### config.mk
export PLATFORM = sky130hd
export DESIGN_NAME = fb_rc_adder
export DESIGN_NICKNAME = d
export VERILOG_FILES = /design/src/rtl/fb_rc_adder_pkg.sv /design/src/rtl/full_adder.sv /design/src/rtl/fb_rc_adder.sv
export SDC_FILE = /design/constraint.sdc
export NUM_CORES = 1
export LEC_CHECK = 0
export BUFFER_PORTS_ARGS = -buffer_cell sky130_fd_sc_hd__clkbuf_2
export CAP_MARGIN = 20
export CELL_PAD_IN_SITES_DETAIL_PLACEMENT = 1
export CELL_PAD_IN_SITES_GLOBAL_PLACEMENT = 2
export CORE_AREA = 2 2 39 41
export CTS_CLUSTER_SIZE = 10
export DETAILED_ROUTE_END_ITERATION = 10
export DIE_AREA = 0 0 41 43
export PLACE_DENSITY = 0.58
export SLEW_MARGIN = 15
export SYNTH_ARGS = -nofsm -noshare
export SYNTH_HDL_FRONTEND = slang
export SYNTH_HIERARCHICAL = 1
export SYNTH_SLANG_ARGS = --single-unit
### constraint.sdc
create_clock -name clk -period 5.2 [get_ports clk]
set_clock_uncertainty 0.15 [all_clocks]
set_input_delay 1.04 -clock clk [delete_from_list [all_inputs] [get_ports clk]]
set_output_delay 1.04 -clock clk [all_outputs]
set_load 0.05 [all_outputs]
### src/rtl/fb_rc_adder_pkg.sv
// Shared constants for the registered ripple-carry adder.
// The top keeps WIDTH as a module parameter; this only supplies its default.
package fb_rc_adder_pkg;

  localparam int unsigned FB_RC_DEFAULT_WIDTH = 32'd4;

endpackage : fb_rc_adder_pkg

### src/rtl/full_adder.sv
// One-bit full adder cell, the repeated stage of the ripple-carry chain.
// Purely combinational.
module full_adder (
  input  logic a,
  input  logic b,
  input  logic cin,
  output logic s,
  output logic cout
);

  logic prop_s;

  assign prop_s = a ^ b;
  assign s      = prop_s ^ cin;
  assign cout   = (a & b) | (cin & prop_s);

endmodule : full_adder

### src/rtl/fb_rc_adder.sv
// Registered WIDTH-bit ripple-carry adder: {Carry,S} <= A + B + C, one cycle latency.
// Sum and carry are produced by a chain of full_adder cells and captured in one register stage.
module fb_rc_adder
  import fb_rc_adder_pkg::*;
#(
  parameter int WIDTH = FB_RC_DEFAULT_WIDTH
) (
  input  logic             clk,
  input  logic             rst,
  input  logic [WIDTH-1:0] A,
  input  logic [WIDTH-1:0] B,
  input  logic             C,
  output logic [WIDTH-1:0] S,
  output logic             Carry
);

  logic [WIDTH:0]   c_s;
  logic [WIDTH-1:0] sum_s;

  assign c_s[0] = C;

  for (genvar i = 0; i < WIDTH; i++) begin : g_chain
    full_adder u_fa (
      .a    (A[i]),
      .b    (B[i]),
      .cin  (c_s[i]),
      .s    (sum_s[i]),
      .cout (c_s[i+1])
    );
  end

  // Output register: reset clears everything, otherwise capture the chain result.
  always_ff @(posedge clk) begin
    if (rst) begin
      S     <= {WIDTH{1'b0}};
      Carry <= 1'b0;
    end else begin
      S     <= sum_s;
      Carry <= c_s[WIDTH];
    end
  end

endmodule : fb_rc_adder

==> flow_summary_export.csv, run 1 <==
group,metric,value,unit
global_routing,grt_pass1_wl,641,µm
sta,grt_setup_unrepaired,"no",
pwr,internal_power,0.0822,mW
pwr,p_sw_share,31.8,%
drt,top_layer,"met4",
clocking,path_clk_slew,0.04,ns
yosys,synth_area_leaders,"dfxtp_1, fa_1, nor2b_1",
die,core_area,1380,µm²
drt,wire_per_inst,8.39,µm
yosys,ys_seq_elements,5,
clocking,cts_buffers,3,
worst_setup_path,crit_fanout,1,
sta,finalMaxSlewViolations,0,
clocking,cts.path.max_buffers,2,
drt,vias,168,
drt,drt_iter0_markers,0,
cells_and_area,n_antenna_cell,0,
yosys,ys_seq_area_share,47.3,%
clocking,cts_root_buf,"clkbuf_4",
place,gp_congestion,0.619,
pwr,peakVddDrop,0.0647,mV
job,drv_cap,0,
clocking,cts_resized,0,
place,io_buffers,15,
worst_setup_path,worstSetupEndpointType,"flop",
global_routing,antenna_found_initial,0,
clocking,htreeDepth,1,
cells_and_area,ff_latch_area,100,µm²
global_routing,grt_usage,6.07,%
die,die_w,41,µm
clocking,ctsHoldBuffers,0,
die,floorplan.die_area,1760,µm²
outcome,status,"complete, no violations",
worst_setup_path,crit_arrival,2.91,ns
worst_setup_path,cp_slowest_cell,"fa_1",
drt,wl_met2,177,µm
sta,hold_viol_final,0,
pwr,powerDensity,362,nW/µm²
drt,firstDrtPassIters,1,
sta,fmax,0.342,GHz
global_routing,grt_max_degree,6,
sta,period_share,56.2,%
worst_setup_path,crit_top_cell,"fa_1",
place,place_ws,2.01,ns
clocking,cts_setup_buffers,0,
cells_and_area,fillers,170,
sta,slew_headroom,81.6,%
worst_setup_path,critPathBufInv,1,
yosys,syn_avg_cell_area,15.1,µm²
sta,layout_min_cycle_time,2.92,ns
die,initial_core_util,15.3,%
worst_setup_path,critPathRequiredTime,5.18,ns
pwr,switchingPower,0.0383,mW
sta,setup_ws,2.28,ns
yosys,synth_top_area_cell,"dfxtp_1",
die,io_pins,16,
hold_path,hp-class,"input port to flop",
cells_and_area,areaGrowthSynthToFinish,57.4,%
die,dieHeight,43,µm
drt,drt-met1-wl,130,µm
cells_and_area,drive_gt1_share,54.5,%
worst_setup_path,cp_cell_sequence,"clkbuf_2 > fa_1 > fa_1 > fa_1 > fa_1 > nor2b_1",
clocking,cts_tree,"built",
pwr,p_clk_share,36.6,%
yosys,netlist_instances,14,
drt,wl,411,µm
worst_setup_path,max_stage_delay,0.43,ns
drt,ant_nets,0,
pwr,p_seq_share,36.5,%
cells_and_area,final_nets,49,
sta,setup_violations,0,
drt,viasPerCell,3.43,
sta,worstMarginPinSlew,0.278,ns
yosys,synth_cell_type_count,3,
drt,met3_wirelength,89,µm
clocking,clock-sinks,5,
die,num_rows,14,
sta,setup_tns,0,ns
global_routing,gr-total-overflow,0,
worst_setup_path,critical_path_class,"input port to flop",
worst_setup_path,start_kind,"input port",
cells_and_area,multi_input_area,111,µm²
worst_setup_path,path_delay_family,"adder cells",
yosys,synth_top_area_share,47.3,%
drt,drc_errors,0,
pwr,pwr-share-comb,26.9,%
yosys,netlist_area,211,µm²
yosys,synth_fp_nets,29,
yosys,yosys_warnings,6,
global_routing,grt_pass1_vias,181,
pwr,leakagePower,0.160,nW
-- cell families after synthesis --
family	after synthesis	synth area share, %
adder cells (fa/ha/maj)	4	37.9
AND/OR/NAND/NOR	5	14.8
flip-flops	5	47.3
-- power by group through the flow --
stage	Clock, mW	Combinational [mW]	Sequential [mW]
floorplan	0	0.00651	0.0600
global placement	0	0.0329	0.0443
detailed placement	0	0.0331	0.0448
CTS	0.0462	0.0332	0.0442
global route	0.0477	0.0358	0.0442
finish	0.0441	0.0325	0.0440
-- through the flow --
stage / instance area (µm²) / total power [mW] / cells / hold slack (ns) / utilization, %
after floorplan: 211 / 0.0666 / 14 / 0.962 / -
after global placement: 307 / 0.0773 / 45 / 1.13 / 22.2
after detailed placement: 307 / 0.0779 / 45 / 1.12 / 22.2
after CTS: 333 / 0.124 / 49 / 0.863 / 24.1
after global routing: 333 / 0.128 / 49 / 0.886 / 24.1
final: 333 / 0.121 / 49 / 0.867 / 24.1
-- layer usage --
metal	vias up	global-route usage (%)
met5	-	0
li1	80	-
met4	0	10.0
met1	70	4.28
met2	16	8.44
met3	2	2.62
-- worst paths after layout --
kind / start / endpoint / slack [ns] / cells past startpoint
worst max-delay path: A[0] / S[3] / 2.28 / 6
worst min-delay path: rst / S[1] / 0.87 / 2
-- final cells by class --
cell class	instances	area share [%]
multi-input combinational	9	33.5
sequential	5	30.1
timing repair buffer	15	22.6
clock buffer	4	7.89
tap	16	6.02
-- flip-flops by register name, indices dropped and copies added (netlist names) --
signal / cells
S: 4
Carry: 1
-- cell usage after synthesis --
cell and number:
nor2b_1 5, fa_1 4, dfxtp_1 5
-- placed cells by master, fill, tap and decap left out --
cell and n:
clkbuf_2 15, dfxtp_1 5, nor2b_1 5, fa_1 4, clkbuf_4 3, clkbuf_1 1
(Power assumes the default switching activity.)
==> inputs of run 2 (changes only) <==
--- a/config.mk
+++ b/config.mk
@@ -13,7 +13,7 @@
 export CTS_CLUSTER_SIZE = 10
 export DETAILED_ROUTE_END_ITERATION = 10
 export DIE_AREA = 0 0 41 43
-export PLACE_DENSITY = 0.58
+export PLACE_DENSITY = 0.6
 export SLEW_MARGIN = 15
 export SYNTH_ARGS = -nofsm -noshare
 export SYNTH_HDL_FRONTEND = slang
==> constraint.sdc (replaced) <==
create_clock -name clk -period 2.6 [get_ports clk]
set_clock_uncertainty 0.15 [all_clocks]
set_input_delay 0.52 -clock clk [delete_from_list [all_inputs] [get_ports clk]]
set_output_delay 0.52 -clock clk [all_outputs]
set_load 0.05 [all_outputs]
==> run 2 against run 1 <==
Via count fell by 6.0%. Die area did not move. Non-clock buffer count did not move. Worst hold slack got worse by 0.51 ns. Flip-flop and latch count did not move. First-iteration DRC count did not move. Clock power rose by 94%. Core utilization did not move. Count of clock-buffer cells in the layout did not move. Critical path type unchanged. Largest power group is now registers. Highest routed layer is now met3.
==> flow_summary_export.csv, run 2 (same netlist as run 1, synthesis figures left out) <==
group,metric,value,unit
sta,worstMarginPinSlew,0.277,ns
sta,setup_ws,0.193,ns
sta,period_share,92.6,%
global_routing,antenna_found_initial,0,
sta,setup_violations,0,
place,io_buffers,15,
pwr,peakVddDrop,0.117,mV
die,io_pins,16,
die,num_rows,14,
clocking,ctsHoldBuffers,0,
worst_setup_path,crit_arrival,2.42,ns
worst_setup_path,critical_path_class,"input port to flop",
drt,drt_iter0_markers,0,
worst_setup_path,crit_fanout,1,
die,floorplan.die_area,1760,µm²
sta,finalMaxSlewViolations,0,
drt,ant_nets,0,
place,place_ws,-0.0533,ns
cells_and_area,layout_commonest_cell,"clkbuf_2",
drt,wl,357,µm
cells_and_area,mostFrequentLayoutCells,"clkbuf_2, dfxtp_1, nor2b_1",
sta,layout_min_cycle_time,2.41,ns
worst_setup_path,start_kind,"input port",
cells_and_area,n_antenna_cell,0,
global_routing,grt_pass1_wl,538,µm
die,initial_core_util,15.3,%
worst_setup_path,critPathRequiredTime,2.62,ns
clocking,cts_buffers,3,
cells_and_area,fillers,173,
sta,setup_tns,0,ns
global_routing,gr-total-overflow,0,
clocking,cts_resized,0,
clocking,cts_setup_buffers,0,
sta,slew_headroom,81.6,%
cells_and_area,drive_gt1_share,54.5,%
global_routing,grt_pass1_vias,158,
global_routing,grt_max_degree,6,
clocking,cts_root_buf,"clkbuf_4",
clocking,clock-sinks,5,
global_routing,grt_usage,5.26,%
die,dieHeight,43,µm
sta,whs,0.360,ns
job,drv_cap,0,
cells_and_area,top_regs,"S: 4 flops, Carry: 1 flops",
drt,viasPerCell,3.22,
drt,drc_errors,0,
pwr,powerDensity,714,nW/µm²
clocking,path_clk_slew,0.04,ns
cells_and_area,final_nets,49,
clocking,htreeDepth,1,
clocking,cts.path.max_buffers,2,
pwr,p_total,0.238,mW
die,die_w,41,µm
hold_path,hp-class,"input port to flop",
drt,wire_per_inst,7.29,µm
cells_and_area,areaGrowthSynthToFinish,57.4,%
pwr,leakagePower,0.160,nW
place,hpwl,339,µm
outcome,status,"complete, no violations",
sta,grt_setup_unrepaired,"no",
die,core_area,1380,µm²
sta,fmax,0.415,GHz
cells_and_area,fin_util,24.1,%
sta,hold_viol_final,0,
place,gp_congestion,0.508,
clocking,cts_tree,"built",
drt,vias,158,
cells_and_area,top_register,"S",
worst_setup_path,worstSetupEndpointType,"flop",
drt,firstDrtPassIters,1,
cells_and_area,largest_reg_flops,4,
## run 2: cell counts in the layout (fill, tap and decap cells not counted)
Identical to the previous run, type by type.
## run 2: path summary, 6_finish.rpt
check	start	endpoint	cells after the start
setup / recovery	A[0]	S[3]	6
hold / removal	rst	S[1]	2
## run 2: final cells by class
cell class	count	area, µm²	area share [%]
clock buffer	4	26.3	7.89
timing repair buffer	15	75.1	22.6
multi-input combinational	9	111	33.5
tap	16	20.0	6.02
sequential	5	100	30.1
## run 2: metal layers
layer,up-vias,global-route usage [%],share of wire [%]
met1,66,3.62,37
li1,79,-,-
met4,0,8.00,0
met2,13,6.56,40
met3,0,4.19,22
met5,-,0,0
## run 2: through the flow
| step | instance area, µm² | std cells |
|---|---|---|
| 2_1_floorplan | 211 | 14 |
| 3_3_place_gp | 307 | 45 |
| 3_5_place_dp | 307 | 45 |
| 4_1_cts | 333 | 49 |
| 5_1_grt | 333 | 49 |
| 6_report | 333 | 49 |
## run 2: power by group
group          switching, mW  internal, mW  leakage [nW]  total [mW]
Clock                 0.0277        0.0577        0.0150      0.0855
Combinational         0.0439        0.0207         0.104      0.0646
Sequential           0.00192        0.0858        0.0417      0.0877
## run 2: critical path, cell delays in order
cell      delay, ns
clkbuf_2       0.09
fa_1           0.43
fa_1           0.38
fa_1           0.39
fa_1           0.48
nor2b_1        0.13
